$ cat src/rtl/mips_regfile_mp.sv
// rtl/mips_regfile_mp.sv - Multi-port MIPS register file with write bypass and busy scoreboard
module mips_regfile_mp #(
    parameter int DATA_W   = 32,
    parameter int ADDR_W   = 5,
    parameter int NUM_RD   = 2,
    parameter bit BYPASS   = 1'b1,
    parameter bit ZERO_REG = 1'b1
) (
    input  logic                       clk,
    input  logic                       rst,
    input  logic [NUM_RD*ADDR_W-1:0]   rd_addr,
    output logic [NUM_RD*DATA_W-1:0]   rd_data,
    output logic [NUM_RD-1:0]          rd_busy,
    input  logic                       wr0_en,
    input  logic [ADDR_W-1:0]          wr0_addr,
    input  logic [DATA_W-1:0]          wr0_data,
    input  logic                       wr1_en,
    input  logic [ADDR_W-1:0]          wr1_addr,
    input  logic [DATA_W-1:0]          wr1_data,
    input  logic                       rsv_en,
    input  logic [ADDR_W-1:0]          rsv_addr,
    output logic [ADDR_W:0]            busy_cnt
);

    localparam int DEPTH = 1 << ADDR_W;

    logic [DATA_W-1:0] regs [DEPTH];
    logic [DEPTH-1:0]  busy;
    logic [DEPTH-1:0]  busy_nxt;
    logic [ADDR_W:0]   cnt_nxt;
    logic              wr0_ok;
    logic              wr1_ok;
    logic              rsv_ok;
    logic [ADDR_W-1:0] ra;

    // Operations aimed at a hardwired zero register are dropped before they reach any state.
    assign wr0_ok = wr0_en && !(ZERO_REG && (wr0_addr == '0));
    assign wr1_ok = wr1_en && !(ZERO_REG && (wr1_addr == '0));
    assign rsv_ok = rsv_en && !(ZERO_REG && (rsv_addr == '0));

    // Reserve is applied after the write clears so a new producer stays outstanding.
    always_comb begin
        busy_nxt = busy;
        if (wr0_ok) busy_nxt[wr0_addr] = 1'b0;
        if (wr1_ok) busy_nxt[wr1_addr] = 1'b0;
        if (rsv_ok) busy_nxt[rsv_addr] = 1'b1;
        cnt_nxt = '0;
        for (int j = 0; j < DEPTH; j++) begin
            cnt_nxt = cnt_nxt + {{ADDR_W{1'b0}}, busy_nxt[j]};
        end
    end

    always_ff @(posedge clk or posedge rst) begin
        if (rst) begin
            busy     <= '0;
            busy_cnt <= '0;
            for (int i = 0; i < DEPTH; i++) begin
                regs[i] <= '0;
            end
        end else begin
            busy     <= busy_nxt;
            busy_cnt <= cnt_nxt;
            if (wr0_ok) regs[wr0_addr] <= wr0_data;
            // Port 1 is assigned last so it wins an address collision with port 0.
            if (wr1_ok) regs[wr1_addr] <= wr1_data;
        end
    end

    always_comb begin
        rd_data = '0;
        rd_busy = '0;
        ra      = '0;
        for (int i = 0; i < NUM_RD; i++) begin
            ra = rd_addr[i*ADDR_W +: ADDR_W];
            rd_data[i*DATA_W +: DATA_W] = regs[ra];
            rd_busy[i]                  = busy[ra];
            if (BYPASS) begin
                if (wr1_ok && (wr1_addr == ra)) begin
                    rd_data[i*DATA_W +: DATA_W] = wr1_data;
                    rd_busy[i]                  = 1'b0;
                end else if (wr0_ok && (wr0_addr == ra)) begin
                    rd_data[i*DATA_W +: DATA_W] = wr0_data;
                    rd_busy[i]                  = 1'b0;
                end
            end
            if ((ZERO_REG && (ra == '0)) || rst) begin
                rd_data[i*DATA_W +: DATA_W] = '0;
                rd_busy[i]                  = 1'b0;
            end
        end
    end

endmodule

$ cat config.mk
export PLATFORM = sky130hd
export DESIGN_NAME = mips_regfile_mp
export DESIGN_NICKNAME = d
export VERILOG_FILES = /design/src/rtl/mips_regfile_mp.sv
export SDC_FILE = /design/constraint.sdc
export NUM_CORES = 2
export LEC_CHECK = 0
export BUFFER_PORTS_ARGS = -buffer_cell sky130_fd_sc_hd__buf_2
export CAP_MARGIN = 20
export CORE_MARGIN = 5
export CORE_UTILIZATION = 60
export DETAILED_ROUTE_END_ITERATION = 16
export PLACE_DENSITY_LB_ADDON = 0.1
export SLEW_MARGIN = 20
export SYNTH_ARGS = -nofsm -noshare
export SYNTH_HDL_FRONTEND = slang
export SYNTH_SLANG_ARGS = --single-unit
$ cat constraint.sdc
create_clock -name clk -period 77.5 [get_ports clk]
set_input_delay 0 -clock clk [delete_from_list [all_inputs] [get_ports clk]]
set_output_delay 0 -clock clk [all_outputs]
set_load 0.005 [all_outputs]
# [Word level (Yosys, flattened, before mapping)]
# Index checks and enable logic that the tools add are counted.
[totals] romBits=0 mem_count=0 latchBits=0 input_bits=94 ramBits=0 reg_bits=1062
[op_classes] bitwise_logic=9 reduce_logical=22 n_lt_le_gt_ge=14 n_mul=0 n_div=0 eq_ne=4 n_shift=0 n_addsub=31 n_mux=39
[op_table] cell="bitwise mux 1024 bit" n=2
[op_table] cell="two-way mux 1024 bit" n=2
[op_table] cell="two-way mux 32 bit" n=15
[op_table] cell="binary-select mux 32 bit (select 5 bit)" n=2
[op_table] cell="demux 32 bit (select 5 bit)" n=2
[op_table] cell="adder 6 x 1 -> 6 bit" n=26
[op_table] cell="bitwise AND 32 bit" n=2
[op_table] cell="NOT 32 bit" n=2
[op_table] cell="bitwise OR 32 bit" n=1
[op_table] cell="< comparator 5 x 6 -> 1 bit, second input constant" n=5
[op_table] cell="logical NOT 5 bit" n=5
[op_table] cell="greater-or-equal comparator 6 bit, second input constant" n=4
[op_table] cell="NOT 5 -> 6 bit" n=4
[op_table] cell="equality test 5 bit" n=4
[op_table] cell="demux 1 bit (select 5 bit)" n=3
[op_table] cell="greater-or-equal comparator 5 x 1 -> 1 bit, second input constant" n=3
[op_table] cell="logical AND 1 bit" n=12
[op_table] cell="< comparator 6 x 1 -> 1 bit, second input constant" n=2
[op_table] cell="two-way mux 1 bit" n=11
[op_table] cell="binary-select mux 1 bit (select 5 bit)" n=2
[op_table] cell="adder 5 x 1 -> 6 bit" n=1
[op_table] cell="adder 4 x 1 -> 5 bit" n=1
[op_table] cell="adder 3 x 1 -> 4 bit" n=1
[op_table] cell="adder 2 x 1 -> 3 bit" n=1
[op_table] cell="other kinds (3)" n=6

# [Depth between registers and ports, before layout]
[depth] depth_word=42 ltp_mapped=25 depth_no_buf=22

# [Worst setup path before layout]
# Ideal clock, no wire load.
[synth_path] path_kind="input port to output port" startpoint="input rst" endpoint="output rd_data[0]" stages=6 path_slack_ns=49.712 path_buffers=1 t_required_ns=77.500 arrival_time_ns=27.788 path_cell_list="inv_1 > o41ai_1 > or3_4 > buf_6 > nor4_1 > a221o_1"
[synth_via] elab_chain_len=2
[synth_lines] item="from (decl)" line="10" rtl="input logic rst,"
[synth_lines] item="logical OR 1 bit" line="86" rtl="if ((ZERO_REG && (ra == '0)) || rst) begin"
[synth_lines] item="two-way mux 32 bit" line="86"
[synth_lines] item="to (decl)" line="12" rtl="output logic [NUM_RD*DATA_W-1:0] rd_data,"
# Every way passes these cells.

# [Worst setup path in the final report]
[layout_path] startpoint="input wr1_addr[0]" endpoint="register busy_cnt[4]"
[layout_via] elab_cells_between_ends=44 cone_classes="add/sub: 31; order compare: 2; mux: 4; bitwise: 3; reduce/logical: 4"
[layout_lines] item="from (decl)" line="18" rtl="input logic [ADDR_W-1:0] wr1_addr,"
[layout_lines] item="< comparator 5 x 6 -> 1 bit (not written as such) or greater-or-equal comparator 5 x 1 -> 1 bit (tied branches)" line="45" rtl="if (wr1_ok) busy_nxt[wr1_addr] = 1'b0;"
[layout_lines] item="logical AND 1 bit (not written as such)" line="45"
[layout_lines] item="two-way mux 1 bit (not written as such)" line="45"
[layout_lines] item="demux 1 bit (select 5 bit)" line="45"
[layout_lines] item="NOT 32 bit (no source line)"
[layout_lines] item="bitwise AND 32 bit (no source line)"
[layout_lines] item="two-way mux 32 bit (*)" line="45"
[layout_lines] item="bitwise OR 32 bit (no source line)"
[layout_lines] item="two-way mux 32 bit (*)" line="46" rtl="if (rsv_ok) busy_nxt[rsv_addr] = 1'b1;"
[layout_lines] item="net busy_nxt[21]" line="29" rtl="logic [DEPTH-1:0] busy_nxt;"
[layout_lines] item="adder 6 x 1 -> 6 bit (*) (11 in a row)" line="49" rtl="cnt_nxt = cnt_nxt + {{ADDR_W{1'b0}}, busy_nxt[j]};"
[layout_lines] item="net cnt_nxt[4]" line="30" rtl="logic [ADDR_W:0] cnt_nxt;"
[layout_lines] item="to (signal assigned)" line="62" rtl="busy_cnt <= cnt_nxt;"
[layout_lines] item="to (decl)" line="22" rtl="output logic [ADDR_W:0] busy_cnt"
# Mark *: on every way through the listed nets, which the timed path passes. The rest lies on a longest branch.

==> impl_results.md <==
- CTS tree: built
- Required time worst endpoint: around 78000 ps
- Gr usage total: approximately 49%
- Largest net degree at the start of global routing: 150
- Nets: 6774
- Area Overhead vs Synth: 9.58%
- Worst Tran Pin Value: approximately 1300 ps
- Peak supply drop: 0.0487 mV
- Clock Latency Late Sink: 770 ps
- CP Max Fanout: 65
- Placed cell count: approximately 7900
- Total CTS buffers: 119
- Post-synthesis cell type count: 71
- Initial DRC count: 10400
- Clock-pin slew on the worst setup and hold paths: 70 ps
- Power density over the cells: 27.9 mW/mm2
- Post-route DRC: 0
- Syn nets: about 7000
- Max Freq: about 150 MHz
- Setup Viol. Count Final: 0
- Gate power share: between 30 and 40%
- First-pass GRT wire length: ~430000 um
- Unrepaired setup endpoints after global routing: no
- Outcome: finished clean
- Cells after Synth: 6943
- Max-slew violation count: 0
- Switching Fraction: 34.2%
- Setup Buffers After CTS: 0
- Die W: 345 um
- Drt total wl: 304000 um
- CORE AREA: 0.112 mm2
- Vias in the first global route: 58400
- WS Path Type: input port to flop
- Most area-hungry cell type in the Yosys netlist: dfrtp_1
- DR WL/cell: 36.8 um
- Crit path DAT: 7340 ps
- Clk sinks: 1062
- Internal power: 1.36 mW
- Synth top area share: ~40%
- Die Y: around 350 um
- Number of register bits inferred by synthesis: between 1000 and 1500
- Worst hold path class: input port to flop
- Synth Area per Inst: 9.72 um2
- Row count: about 120
- Synthesized area: between 0.06 and 0.07 mm2
- Post-Route Setup TNS: 0 ps
- Routability cong.: 1.07
- Post-synth EDFFs: 0
- Skew final: 24.8 ps
- Max-cap viol count: 0
- Sequential share of power: about 40%
- Worst Setup End Kind: flop
- Longest Clk Path Bufs: 3
- Final worst path period share: under 10%
- Top post-synthesis cells by area: dfrtp_1, mux2i_1, mux4_2
- Buffers on Ports: 165
- Global route overflow: 0
- Routed Antenna Nets: 0
- DR vias: 61800
- Post-cts repair resize count: 0
- CTS root buffer: clkbuf_16
- Avg Vias per Cell: 7.47
- Slew HR: 10.3%
- Min Tclk post-route: 6710 ps
- YS warnings: 0
- Post-DP HPWL: 178000 um
- Pleak: 33.5 nW
- Initial Util: 60.2%
- Layout cells sized above 1: 14.5%
- Non-Filler Instances: 8274
- Total iterations of the first detailed-routing run: 7
- Startpoint types: input port
- Clock power share: 29.3%
- Sequential fraction of the synthesis area: 39.4%
- Final design utilization: 65.9%
- Fin. Hold Viols: 0
- I/O pin count: 166
- Die area: 0.119 mm2
- Top FF cell, synth: dfrtp_1
- Switching Power: around 710 uW
- Initial antenna violation count: 33
- CTS HTree Levels: 3
- Share of synthesized registers carrying an async set or reset: 100%
==> power by group through the flow <==
stage | Clock [mW] | Sequential [mW] | Combinational (mW)
floorplan | 0 | 0.787 | 0.461
global placement | 0 | 0.826 | 0.587
detailed placement | 0 | 0.832 | 0.600
CTS | 0.602 | 0.824 | 0.610
global route | 0.625 | 0.846 | 0.677
finish | 0.606 | 0.836 | 0.625
==> final cells by class <==
| class | count | area (um2) |
|---|---|---|
| fillers | 8992 | 38200 |
| multi-input cells | 4967 | 37800 |
| flip-flops and latches | 1062 | 26600 |
| clock buffers | 177 | 3590 |
| repair buffers | 444 | 3350 |
| well taps | 1500 | 1880 |
| clock inverters | 38 | 498 |
| inverters | 55 | 214 |
| diodes | 31 | 77.6 |
==> metal layers <==
metal  share of wire (%)  wire length (um)  global-route usage (%)  up-vias
met5                0.11               323                    1.28        -
met4                 8.4             25500                    33.6       20
met3                  17             51600                    23.5     1379
met2                  40            121000                    66.0     5653
met1                  35            106000                    63.3    30200
li1                    -                 -                       -    24500
==> through the flow <==
stage / hold slack [ps] / setup WS [ps] / power, mW / cell area [um2]
2_1_floorplan: 131 / 47590 / 1.25 / 67500
3_3_place_gp: 38.6 / 70780 / 1.41 / 68500
3_5_place_dp: 38.9 / 70780 / 1.43 / 68500
4_1_cts: 17.2 / 71000 / 2.04 / 73800
5_1_grt: 79.3 / 70630 / 2.15 / 73900
6_report: 46.6 / 70790 / 2.07 / 74000
==> cells by family after synthesis <==
group,Yosys count,synth area share [%]
AND/OR/NAND/NOR,1685,10.1
buffers and inverters,914,5.53
flip-flops,1062,39.4
adder cells (fa/ha/maj),31,0.842
XOR/XNOR,23,0.298
AO/OA/AOI/OAI,1630,14.2
multiplexers,1598,29.6
==> sequential cells by signal, indices dropped and copies added, names as in the netlist <==
register and cells:
regs 1024, busy 32, busy_cnt 6
==> worst max-delay path, stage by stage <==
cell and delay [ps]:
dlygate4sd3_1 540, buf_2 230, nor2b_1 350, and2_0 660, nand2_4 790, nand2_1 240
o21ai_0 210, fa_1 560, inv_1 50, fa_1 470, fa_1 530, inv_1 70
fa_1 540, inv_1 50, fa_1 490, fa_1 410, inv_1 80, ha_1 180
inv_1 70, fa_1 460, inv_1 80, a21o_1 100, a21oi_1 70, xnor2_1 120
==> Yosys cell counts (12+ instances only) <==
master / count
fa_1: 24
o32ai_1: 13
xnor2_1: 12
mux4_2: 315
buf_4: 13
mux2i_1: 1249
mux2_2: 34
nor2_1: 838
clkbuf_2: 13
a31oi_1: 45
nand3_1: 43
nor3_1: 79
and2_1: 14
o21ai_0: 417
a211oi_1: 20
nor2b_1: 13
a22o_1: 40
a22oi_1: 89
o22ai_1: 158
nor4_1: 15
a32o_1: 14
inv_1: 53
clkbuf_1: 581
o31ai_1: 13
a21oi_1: 660
a221o_1: 20
buf_1: 110
a32oi_1: 69
nand2_1: 611
buf_2: 132
a221oi_1: 27
o211ai_1: 15
dfrtp_1: 1062
==> final timing paths <==
path / startpoint / endpoint / slack, ps / depth (start not counted)
min reg2reg: regs[1000] / regs[1000] / 400 / 0
max reg2reg: busy[21] / busy_cnt[4] / 72250 / 19
min: wr0_addr[1] / busy[24] / 50 / 4
min in group asynchronous: rst / regs[559] / 440 / 4
max: wr1_addr[0] / busy_cnt[4] / 70790 / 24
max in group asynchronous: rst / regs[425] / 73380 / 8
==> cell usage in the layout, fill, tap and decap left out, types with 15 or more instances in the layout <==
master	netlist	routed
mux2i_1	1249	1249
dfrtp_1	1062	1062
nor2_1	838	805
a21oi_1	660	660
nand2_1	611	573
o21ai_0	417	417
mux4_2	315	315
buf_2	132	160
o22ai_1	158	158
buf_4	13	150
clkbuf_16	0	122
dlygate4sd3_1	0	122
a22oi_1	89	89
nor3_1	79	74
a32oi_1	69	69
inv_1	53	52
a31oi_1	45	45
nand3_1	43	40
a22o_1	40	40
mux2_2	34	34
clkbuf_8	0	33
diode_2	0	31
nor2_4	0	28
a221oi_1	27	27
fa_1	24	24
nand2_4	0	23
clkbuf_1	581	22
a221o_1	20	20
a211oi_1	20	20
clkinv_2	0	19
o211ai_1	15	15
==> what timing repair did <==
item | 4_1_cts | 5_1_grt
setup endpoints to repair | 0 | 0
hold buffers | 122 | 0
hold endpoints to repair | 1318 | 0
(Power assumes the default switching activity.)
